$ cat src/rtl/traffic_lane.sv
// One road lane: NUM_CARS equally spaced cars moving on a wrapping grid, with
// a per-column occupancy bitmap and a registered single-cycle collision probe.
module traffic_lane #(
  parameter int unsigned          GRID_W      = 20,
  parameter int unsigned          X_BITS      = 5,
  parameter int unsigned          NUM_CARS    = 3,
  parameter int unsigned          CAR_SPACING = 6,
  parameter int unsigned          CAR_LEN     = 2,
  parameter int unsigned          CNT_BITS    = 24,
  parameter logic [CNT_BITS-1:0]  BASE_PERIOD = 24'd1000000,
  parameter bit                   DIRECTION   = 1'b1
) (
  input  logic                         i_Clk,
  input  logic                         i_Reset,
  input  logic                         i_Enable,
  input  logic [2:0]                   i_Level,
  input  logic                         i_Probe_Valid,
  input  logic [X_BITS-1:0]            i_Probe_X,
  output logic [NUM_CARS*X_BITS-1:0]   o_Car_X,
  output logic [GRID_W-1:0]            o_Occupancy,
  output logic                         o_Step,
  output logic                         o_Hit
);

  typedef logic [NUM_CARS-1:0][X_BITS-1:0] cars_t;

  localparam logic [X_BITS-1:0] X_MAX = X_BITS'(GRID_W - 1);

  function automatic cars_t rst_cars();
    cars_t cars;
    for (int unsigned k = 0; k < NUM_CARS; k++) begin
      cars[k] = X_BITS'((k * CAR_SPACING) % GRID_W);
    end
    return cars;
  endfunction

  // Each car covers its head plus CAR_LEN-1 cells trailing behind it.
  function automatic logic [GRID_W-1:0] occ_of(input cars_t cars);
    logic [GRID_W-1:0] occ;
    int unsigned h;
    int unsigned c;
    occ = '0;
    for (int unsigned k = 0; k < NUM_CARS; k++) begin
      h = 32'(cars[k]);
      for (int unsigned l = 0; l < CAR_LEN; l++) begin
        if (DIRECTION) c = (h >= l) ? h - l : h + GRID_W - l;
        else           c = (h + l < GRID_W) ? h + l : h + l - GRID_W;
        occ = occ | (GRID_W'(1) << c);
      end
    end
    return occ;
  endfunction

  logic [CNT_BITS-1:0]       cnt_q, cnt_d;
  cars_t                     car_q, car_d;
  logic [GRID_W-1:0]         occ_q;
  logic                      step_q, hit_q, hit_d;
  logic [CNT_BITS-1:0]       per_w;
  logic                      step_w;
  logic [(1<<X_BITS)-1:0]    occ_ext;

  always_comb begin
    per_w = BASE_PERIOD >> i_Level;
    if (per_w == '0) per_w = CNT_BITS'(1);
  end

  // >= rather than == so a mid-count level increase steps at once instead of wrapping.
  assign step_w = i_Enable && (cnt_q >= per_w - CNT_BITS'(1));

  always_comb begin
    cnt_d = cnt_q;
    if (i_Enable) cnt_d = step_w ? '0 : cnt_q + CNT_BITS'(1);
  end

  always_comb begin
    car_d = car_q;
    if (step_w) begin
      for (int unsigned k = 0; k < NUM_CARS; k++) begin
        if (DIRECTION) car_d[k] = (car_q[k] == X_MAX) ? '0 : car_q[k] + X_BITS'(1);
        else           car_d[k] = (car_q[k] == '0) ? X_MAX : car_q[k] - X_BITS'(1);
      end
    end
  end

  // Columns beyond the grid read as empty, so out-of-range probes miss.
  always_comb begin
    occ_ext = '0;
    occ_ext[GRID_W-1:0] = occ_q;
  end

  assign hit_d = i_Probe_Valid & occ_ext[i_Probe_X];

  always_ff @(posedge i_Clk) begin
    if (i_Reset) begin
      cnt_q  <= '0;
      car_q  <= rst_cars();
      occ_q  <= occ_of(rst_cars());
      step_q <= 1'b0;
      hit_q  <= 1'b0;
    end else begin
      cnt_q  <= cnt_d;
      car_q  <= car_d;
      occ_q  <= occ_of(car_d);
      step_q <= step_w;
      hit_q  <= hit_d;
    end
  end

  assign o_Car_X     = car_q;
  assign o_Occupancy = occ_q;
  assign o_Step      = step_q;
  assign o_Hit       = hit_q;

endmodule

$ cat config.mk
export PLATFORM = sky130hd
export DESIGN_NAME = traffic_lane
export DESIGN_NICKNAME = d
export VERILOG_FILES = /design/src/rtl/traffic_lane.sv
export SDC_FILE = /design/constraint.sdc
export NUM_CORES = 1
export LEC_CHECK = 0
export ABC_AREA = 1
export BUFFER_PORTS_ARGS = -buffer_cell sky130_fd_sc_hd__clkbuf_2
export CAP_MARGIN = 20
export CORE_UTILIZATION = 45
export DETAILED_ROUTE_END_ITERATION = 8
export PLACE_DENSITY = 0.67
export SETUP_SLACK_MARGIN = 0.5
export SLEW_MARGIN = 10
export SYNTH_ARGS = -nofsm -noshare
export SYNTH_HDL_FRONTEND = slang
export SYNTH_SLANG_ARGS = --single-unit
$ cat constraint.sdc
create_clock -name i_Clk -period 4.9 [get_ports i_Clk]
set_input_delay 0.98 -clock i_Clk [delete_from_list [all_inputs] [get_ports i_Clk]]
set_output_delay 0.98 -clock i_Clk [all_outputs]
set_load 0.01 [all_outputs]
==> qor.yml <==
drt:
  drtIter0Drc: 450
  first_pass_iters: 7
  ant_nets: 0
  wire_per_inst_microns: 15.09
  drt_wl_total_mm: 17.76
  vias: 6277
  drc: 1
  viasPerCell: 5.333
worst_setup_path:
  cp-startpoint: "i_Level[1]"
  end_kind: "flop"
  worst_path_max_delay_cell: "or2_4"
  required_ns: 5.10
  r2r-start: "cnt_q[19]"
  crit_fanout: 6
  slowest_delay_ns: 0.25
  cp-start-kind: "input port"
  crit_top_cell: "ha_4"
  path_class: "in -> reg"
  arrival_ns: 4.95
yosys:
  synth_ff_type: "dfxtp_1"
  async_flop_share_pct: 0
  netlist_instances: 867
  synth.most_common_cell: "nand2_1"
  synthTopCellsByCount: "nand2_1 (197), nor2_1 (163), inv_1 (80)"
  synthTopCellsByArea: "dfxtp_1 (22%), nand2_1 (14%), nor2_1 (11%), ha_1 (11%), nand3_1 (6.0%)"
  ys_ff_latch: 61
  syn_nets: 927
  synth_edf_count: 0
  synth_area_leader_cell: "dfxtp_1"
  yosysUniqueCellTypes: 44
  yosysWarningCount: 0
  synth.avg_cell_area_sq_um: 6.291
  synthesis.area_sq_um: 5454
  seq_area_frac_synth_pct: 22.39
  yosys.area.top_type_share_pct: 22.39
cells_and_area:
  layout.area.seq_sq_um: 1221
  nNetsFinal: 1089
  fillCellCount: 1006
  final_cells: 1177
  drive_above_1_share_pct: 35.20
  fin_util_pct: 67.01
  diodes: 0
  postLayoutCellArea_sq_um: 7782
  syn_to_final_growth_pct: 42.69
  multiInputGateArea_sq_um: 4482
job:
  maxCapViolations: 0
die:
  core_area_sq_um: 11610
  die_w_microns: 112.1
  start_util_pct: 46.96
  num_rows: 39
  die_h_microns: 112.1
  ioPinCount: 49
  design.die.area_sq_um: 12560
timing:
  hold_viol_final: 0
  fin_crit_sh_pct: 96.87
  holdWs_ns: 0.4479
  period_needed_ns: 4.747
  max_freq_ghz: 0.2107
  rsz0062_at_grt: "yes"
  slew-limit-headroom_pct: 49.49
  finClkSkew_ns: 0.009608
  setup_violations: 0
  drv_slew: 0
  worstMarginPinSlew_ns: 0.7558
cts:
  clkLatencyLatePin_ns: 0.35
  clkTransAtPathRegs_ns: 0.05
  cts_tree: "built"
  clk_path_buf_depth: 2
  clock-sinks: 61
  htree_levels: 3
  cts_buffers: 9
  holdBufCountCts: 0
  clockRootBuffer: "clkbuf_16"
placed_design:
  gp_congestion: 1.016
  port_buffers: 48
  hpwl_mm: 12.99
  dp.cells: 1134
  dpl_cell_area_sq_um: 6645
grt:
  grtUsageTotal_pct: 27.64
  grt_pass1_wl_mm: 27.39
  antenna_found_initial: 0
  grt_max_degree: 34
  grt_pass1_vias: 5776
  overflow: 0
hold_path:
  hold_path_startpoint: "cnt_q[23]"
  hold_class: "reg -> reg"
power_and_ir_drop:
  p_clk_share_pct: 49.4
  leakagePower_nw: 3.634
  comb_power_share_pct: 12.0
  p_sw_share_pct: 25.03
  peakVddDrop_mv: 0.1165
  power_mw: 1.296
  pwr-share-seq_pct: 38.6
  internal-power_mw: 0.9715
  power.density_nw_per_um2: 166.5
  p_switching_mw: 0.3244
status:
  violations: "DRC"
  status: "finished with violations"
==> final timing paths <==
kind	end	slack [ns]	cells past startpoint
worst max-delay path	o_Occupancy[15]	0.15	33
worst min-delay path	cnt_q[23]	0.45	2
worst max register to register	o_Occupancy[15]	1.55	23
worst min register to register	cnt_q[23]	0.45	2
==> cell families (layout without fill, tap and decap cells) <==
logic type	after synthesis	in the layout	share of synthesized area, %
flip-flops	61	61	22.39
buffers and inverters	117	284	8.603
XOR/XNOR	29	29	4.657
adder cells (fa/ha/maj)	48	48	11.01
AO/OA/AOI/OAI	77	77	8.626
AND/OR/NAND/NOR	535	535	44.71
==> critical path: cells and delay by family <==
kind | cells | cell delay [ns]
AO/OA/AOI/OAI | 1 | 0.24
AND/OR/NAND/NOR | 21 | 2.22
adder cells (fa/ha/maj) | 4 | 0.91
buffers and inverters | 7 | 0.58
==> flip-flops by register name (all words and copies together) (netlist names) <==
signal / flops
cnt_q: 24
o_Occupancy: 20
o_Car_X: 15
o_Hit: 1
o_Step: 1
==> metal layers <==
metal	vias up	track usage [%]	wire length (microns)
li1	3135	-	-
met1	2877	34.56	7747
met2	215	47.00	8418
met3	50	4.104	940
met4	0	12.71	649
met5	-	0	0
==> final cells by class <==
cell class                 count  area share [%]
timing repair buffer         169           15.64
sequential                    61           15.69
tap                          143           2.299
clock inverter                 4          0.6109
inverter                      99           5.000
multi-input combinational    689           57.59
clock buffer                  12           3.167
==> power by group through the flow <==
stage | clock network, mW | logic (mW) | registers, mW
floorplan | 0 | 0.0802 | 0.510
global placement | 0 | 0.124 | 0.510
detailed placement | 0 | 0.125 | 0.511
CTS | 0.654 | 0.134 | 0.500
global route | 0.673 | 0.170 | 0.500
finish | 0.640 | 0.155 | 0.500
==> placed cells by master (no fill, tap or decap), drive strengths merged, types with 5 or more instances in the layout <==
cell type  instances
or2                8
nand3b             5
dfxtp             61
nor2             177
clkinv             5
xor2              24
xnor2              5
a21oi             26
o21ai             17
clkbuf            58
buf              123
inv               94
ha                48
nand2            219
nand4             21
o22ai             13
nand3             74
nor3              24
==> through the flow <==
| stage | worst slack [ns] | setup TNS (ns) |
|---|---|---|
| final | 0.1532 | 0 |
| after global routing | -0.03028 | -0.07049 |
| after CTS | 0.3482 | 0 |
| after detailed placement | -0.1374 | -1.792 |
| after global placement | -0.1338 | -1.311 |
| after floorplan | 0.2261 | 0 |
==> repair_timing <==
action	4_1_cts	5_1_grt
pin swaps	42	56
buffers inserted	12	15
resized for setup	49	104
endpoints found under the setup margin	20	20
Power figures use the tool's default switching activity.
